### src/rtl/serial_tx.sv
// serial_tx: framed bit-serial transmitter.
// A word accepted on the valid/ready handshake goes out on txd as one start
// bit (0), then WIDTH data bits LSB first, then an optional even-parity bit,
// then STOP_BITS stop bits (1). Every serial bit is held for CLKS_PER_BIT
// clocks. txd, busy and frames_sent come straight from flops. tx_ready is
// decoded from registered state, so a new word can be accepted on the edge
// that closes the last stop bit and the next frame follows with no idle gap.
module serial_tx #(
    parameter int WIDTH        = 8,
    parameter int CLKS_PER_BIT = 4,
    parameter int PARITY_EN    = 0,
    parameter int STOP_BITS    = 1
) (
    input  logic             clk,
    input  logic             rst,
    input  logic [WIDTH-1:0] tx_data,
    input  logic             tx_valid,
    output logic             tx_ready,
    output logic             txd,
    output logic             busy,
    output logic [7:0]       frames_sent
);

    // Cycle counter spans 0..CLKS_PER_BIT-1. The bit counter indexes data bits
    // and stop bits; STOP_BITS is at most 2, so one bit is always enough for the
    // stop index.
    localparam int CW = (CLKS_PER_BIT > 1) ? $clog2(CLKS_PER_BIT) : 1;
    localparam int BW = (WIDTH > 1) ? $clog2(WIDTH) : 1;

    localparam logic [CW-1:0] CYC_LAST  = CW'(CLKS_PER_BIT - 1);
    localparam logic [BW-1:0] DATA_LAST = BW'(WIDTH - 1);
    localparam logic [BW-1:0] STOP_LAST = BW'(STOP_BITS - 1);

    typedef enum logic [2:0] {
        S_IDLE   = 3'd0,
        S_START  = 3'd1,
        S_DATA   = 3'd2,
        S_PARITY = 3'd3,
        S_STOP   = 3'd4
    } state_t;

    // Even parity: the parity bit makes the total number of ones even.
    function automatic logic even_parity(input logic [WIDTH-1:0] d);
        return ^d;
    endfunction

    state_t           state_r, state_s;
    logic [CW-1:0]    cyc_r, cyc_s;
    logic [BW-1:0]    bit_r, bit_s;
    logic [WIDTH-1:0] shift_r, shift_s;
    logic             par_r, par_s;
    logic             txd_r, txd_s;
    logic             busy_r, busy_s;
    logic [7:0]       frames_r, frames_s;

    logic             bit_end_s;
    logic             frame_end_s;
    logic             tx_ready_s;
    logic             accept_s;
    logic [WIDTH-1:0] shift_adv_s;

    assign bit_end_s   = (cyc_r == CYC_LAST);
    assign frame_end_s = (state_r == S_STOP) && bit_end_s && (bit_r == STOP_LAST);
    assign tx_ready_s  = (state_r == S_IDLE) || frame_end_s;
    assign accept_s    = tx_valid && tx_ready_s;
    // The shift register keeps the bit on the wire at position 0.
    assign shift_adv_s = shift_r >> 1;

    assign tx_ready    = tx_ready_s;
    assign txd         = txd_r;
    assign busy        = busy_r;
    assign frames_sent = frames_r;

    // Next-state, counter, shift register and next-txd logic of the framing FSM.
    always_comb begin
        state_s  = state_r;
        cyc_s    = cyc_r;
        bit_s    = bit_r;
        shift_s  = shift_r;
        par_s    = par_r;
        txd_s    = txd_r;
        frames_s = frames_r;
        case (state_r)
            S_IDLE: begin
                txd_s = 1'b1;
                if (accept_s) begin
                    state_s = S_START;
                    cyc_s   = {CW{1'b0}};
                    bit_s   = {BW{1'b0}};
                    shift_s = tx_data;
                    par_s   = even_parity(tx_data);
                    txd_s   = 1'b0;
                end else begin
                    cyc_s = {CW{1'b0}};
                    bit_s = {BW{1'b0}};
                end
            end
            S_START: begin
                txd_s = 1'b0;
                if (bit_end_s) begin
                    state_s = S_DATA;
                    cyc_s   = {CW{1'b0}};
                    bit_s   = {BW{1'b0}};
                    txd_s   = shift_r[0];
                end else begin
                    cyc_s = cyc_r + CW'(1);
                end
            end
            S_DATA: begin
                txd_s = shift_r[0];
                if (bit_end_s) begin
                    cyc_s = {CW{1'b0}};
                    if (bit_r == DATA_LAST) begin
                        bit_s = {BW{1'b0}};
                        if (PARITY_EN != 0) begin
                            state_s = S_PARITY;
                            txd_s   = par_r;
                        end else begin
                            state_s = S_STOP;
                            txd_s   = 1'b1;
                        end
                    end else begin
                        bit_s   = bit_r + BW'(1);
                        shift_s = shift_adv_s;
                        txd_s   = shift_adv_s[0];
                    end
                end else begin
                    cyc_s = cyc_r + CW'(1);
                end
            end
            S_PARITY: begin
                txd_s = par_r;
                if (bit_end_s) begin
                    state_s = S_STOP;
                    cyc_s   = {CW{1'b0}};
                    bit_s   = {BW{1'b0}};
                    txd_s   = 1'b1;
                end else begin
                    cyc_s = cyc_r + CW'(1);
                end
            end
            S_STOP: begin
                txd_s = 1'b1;
                if (bit_end_s) begin
                    cyc_s = {CW{1'b0}};
                    if (bit_r == STOP_LAST) begin
                        // Frame closes on this edge; a waiting word starts at once.
                        frames_s = frames_r + 8'd1;
                        bit_s    = {BW{1'b0}};
                        if (accept_s) begin
                            state_s = S_START;
                            shift_s = tx_data;
                            par_s   = even_parity(tx_data);
                            txd_s   = 1'b0;
                        end else begin
                            state_s = S_IDLE;
                            txd_s   = 1'b1;
                        end
                    end else begin
                        bit_s = bit_r + BW'(1);
                    end
                end else begin
                    cyc_s = cyc_r + CW'(1);
                end
            end
            default: begin
                state_s = S_IDLE;
                cyc_s   = {CW{1'b0}};
                bit_s   = {BW{1'b0}};
                txd_s   = 1'b1;
            end
        endcase
        busy_s = (state_s != S_IDLE);
    end

    // State, datapath and output registers; reset abandons any frame in flight.
    always_ff @(posedge clk or posedge rst) begin
        if (rst) begin
            state_r  <= S_IDLE;
            cyc_r    <= {CW{1'b0}};
            bit_r    <= {BW{1'b0}};
            shift_r  <= {WIDTH{1'b0}};
            par_r    <= 1'b0;
            txd_r    <= 1'b1;
            busy_r   <= 1'b0;
            frames_r <= 8'd0;
        end else begin
            state_r  <= state_s;
            cyc_r    <= cyc_s;
            bit_r    <= bit_s;
            shift_r  <= shift_s;
            par_r    <= par_s;
            txd_r    <= txd_s;
            busy_r   <= busy_s;
            frames_r <= frames_s;
        end
    end

endmodule

### config.mk
export PLATFORM = sky130hd
export DESIGN_NAME = serial_tx
export DESIGN_NICKNAME = d
export VERILOG_FILES = /design/src/rtl/serial_tx.sv
export SDC_FILE = /design/constraint.sdc
export NUM_CORES = 1
export LEC_CHECK = 0
export ABC_AREA = 1
export CAP_MARGIN = 20
export CORE_ASPECT_RATIO = 0.75
export CORE_MARGIN = 5
export CORE_UTILIZATION = 32
export DETAILED_ROUTE_END_ITERATION = 10
export PLACE_DENSITY_LB_ADDON = 0.12
export SLEW_MARGIN = 15
export SYNTH_ARGS = -nofsm -noshare
export SYNTH_HDL_FRONTEND = slang
export SYNTH_SLANG_ARGS = --single-unit
### constraint.sdc
create_clock -name clk -period 2.8 [get_ports clk]
set_input_delay 0.56 -clock clk [delete_from_list [all_inputs] [get_ports clk]]
set_output_delay 0.56 -clock clk [all_outputs]
set_load 0.02 [all_outputs]
==> results.yml <==
floorplan:
  initial_core_util_pct: 33.5
  core_um2: 4950
  die_w_um: 93.2
  die_h_um: 72.4
  num_rows: 22
  dieArea_um2: 6750
  ioPinCount: 22
worst_setup_path:
  critPathMaxFanout: 10
  worst-path-buf-inv: 2
  slowest_delay_ns: 0.60
  cp-start-kind: "flip-flop"
  critical-path-top-delay-family: "buffers and inverters"
  critPathSlowestCell: "clkdlybuf4s50_1"
  r2r-end: "shift_r[2]$_DFFE_PP0P_"
  cp.arrival_ns: 2.02
  worst-endpoint-required_ns: 2.24
  end_kind: "output port"
  path_class: "reg2out"
  reg2reg_depth: 8
  r2r_slack_ns: 0.92
  rr_startpoint: "cyc_r[0]$_DFF_PP0_"
  path_cells: "ha_1 > nand3_4 > nor2_4 > inv_1 > nand2_1 > clkdlybuf4s50_1"
global_route:
  antenna_found_initial: 0
  overflow: 0
  grt_pass1_vias: 1277
  grt_pass1_wl_mm: 5.98
  grt_max_degree: 28
  track_usage_pct: 11.0
timing:
  setup_viol: 0
  hold_viol: 0
  finClkSkew_ns: 0.00493
  post-route-period-util_pct: 92.2
  grt_setup_unrepaired: "no"
  period_needed_ns: 2.58
  max_freq_ghz: 0.387
  maxSlewViolCount: 0
  worst_pin_slew_ns: 0.383
  maxSlewHeadroom_pct: 74.4
  setup_tns_ns: 0
  whs_ns: 0.479
logic_synthesis:
  ys_types: 27
  synth.cell_area_um2: 1660
  syn_nets: 241
  ys_seq_area_share_pct: 40.7
  synth_seq_cells: 27
  yosys_warnings: 0
  syn_avg_cell_area_um2: 7.38
  synthCells: 225
place:
  place_hpwl_mm: 2.70
  port_buffers: 21
  placed_area_um2: 1940
  gp_congestion: 0.792
  dpl.cell_count: 306
clocking:
  cts.repair.resized: 0
  cts_buffer_depth: 2
  cts-root-buf: "clkbuf_8"
  cts_inserted_buffers: 3
  clkLatencyLatePin_ns: 0.27
  postCtsSetupBuffers: 0
  cts_tree: "built"
  cts_sinks: 27
  postCtsHoldBufs: 0
  cts.reportedPaths.clkPinSlew_ns: 0.09
  htreeDepth: 1
power_and_ir_drop:
  vdd_drop_max_v: 0.000357
  power_density_nw_per_um2: 794
  cellLeakagePower_nw: 1.05
hold_path:
  holdPathStages: 2
  worstHoldStart: "shift_r[3]$_DFFE_PP0P_"
  whs_endpoint: "shift_r[3]$_DFFE_PP0P_"
  hold_path.class: "reg2reg"
detailed_routing:
  vias: 1403
  avgRoutedWirePerCell_um: 11.1
  drt_iter0_drc: 73
  wl_mm: 3.44
  via_per_inst: 4.53
  drt_pass1_iterations: 4
  drc: 0
  ant_nets: 0
final_layout:
  area_growth_pct: 19.7
  layout-drive-gt1-share_pct: 8.80
  nets: 267
  antenna_cells: 0
  nFillCells: 505
  design_area_um2: 1990
  fin_util_pct: 40.2
  layoutNonFillerInstCount: 310
outcome:
  status: "finished, final reports clean"
flow_run:
  max_cap_violations: 0
tightest hold or removal path, delay by kind of cell (launching register included):
| kind | cells | cell delay [ns] |
|---|---|---|
| AND/OR/NAND/NOR | 2 | 0.10 |
| flip-flops | 1 | 0.35 |
worst max path at each step:
| stage | start | cells past startpoint | slack [ns] | end |
|---|---|---|---|---|
| after floorplan | bit_r[0]$_DFFE_PP0P_ | 6 | 1.05 | tx_ready |
| after global placement | cyc_r[0]$_DFF_PP0_ | 6 | 0.54 | tx_ready |
| after detailed placement | cyc_r[0]$_DFF_PP0_ | 6 | 0.50 | tx_ready |
| after CTS | cyc_r[0]$_DFF_PP0_ | 6 | 0.19 | tx_ready |
| after global routing | cyc_r[0]$_DFF_PP0_ | 6 | 0.09 | tx_ready |
| final | cyc_r[0]$_DFF_PP0_ | 6 | 0.22 | tx_ready |
cell families (layout without fill, tap and decap cells):
| family | Yosys count | in the layout | synth area share (%) |
|---|---|---|---|
| xor gates and xnor gates | 6 | 6 | 3.16 |
| adders and majority gates | 5 | 5 | 3.77 |
| AOI/OAI and AO/OA | 16 | 16 | 5.57 |
| DFF | 27 | 27 | 40.7 |
| and+or+nand+nor | 136 | 136 | 38.2 |
| buffers and inverters | 35 | 60 | 8.58 |
flip-flops by register name (all words and copies together), names as in the netlist:
signal / flops
bit_r: 3
state_r: 3
par_r: 1
shift_r: 8
cyc_r: 2
busy: 1
frames_sent: 8
txd: 1
cells in the mapped netlist, drive strengths merged:
| cell type | count | area share [%] |
|---|---|---|
| or2 | 2 | 0.75 |
| xnor2 | 4 | 2.1 |
| nor2 | 16 | 4.7 |
| buf | 2 | 1.1 |
| inv | 33 | 7.5 |
| dfstp | 1 | 1.6 |
| o22ai | 1 | 0.38 |
| ha | 5 | 3.8 |
| a21oi | 2 | 1.3 |
| nand3b | 2 | 0.90 |
| nand4 | 6 | 2.3 |
| nand2 | 87 | 21 |
| xor2 | 2 | 1.1 |
| nand3 | 20 | 7.5 |
| dfrtp | 26 | 39 |
| nor3 | 3 | 0.90 |
| o21ai | 13 | 3.9 |
layout by cell type (no fill, tap or decap), types with 3 or more instances in the layout:
| cell type | count |
|---|---|
| nand4_1 | 6 |
| inv_1 | 29 |
| o21ai_0 | 11 |
| clkdlybuf4s50_1 | 21 |
| dfrtp_1 | 26 |
| clkbuf_8 | 3 |
| nor3_1 | 3 |
| nor2_1 | 13 |
| nand2_1 | 83 |
| nand3_1 | 18 |
| ha_1 | 5 |
| xnor2_1 | 4 |
| nand2_4 | 3 |
| inv_2 | 4 |
report_power, final:
part	leakage [nW]	internal, mW	switching, mW
combinational	0.678	0.272	0.487
clock	0.0255	0.0998	0.126
sequential	0.343	0.506	0.0894
per-layer routing:
layer,vias up,wire (um),global-route usage (%)
met5,-,0,0
met3,2,134,2.90
met1,621,1890,16.9
met4,0,12,0.976
met2,24,1400,15.9
li1,756,-,-
layout make-up:
type	count	area, um^2	area share [%]
Multi-Input combinational cell	163	842	42.3
Sequential cell	27	677	34.0
Timing Repair Buffer	23	225	11.3
Inverter	33	124	6.23
Tap cell	60	75.1	3.77
Clock buffer	3	41.3	2.08
Clock inverter	1	5.00	0.252
stage by stage:
step                power, mW  setup slack, ns
detailed placement       1.37            0.503
floorplan                1.18             1.05
global placement         1.38            0.542
global route             1.73           0.0933
CTS                      1.60            0.188
finish                   1.58            0.218
Note: power is estimated with default switching activity, not from simulation.
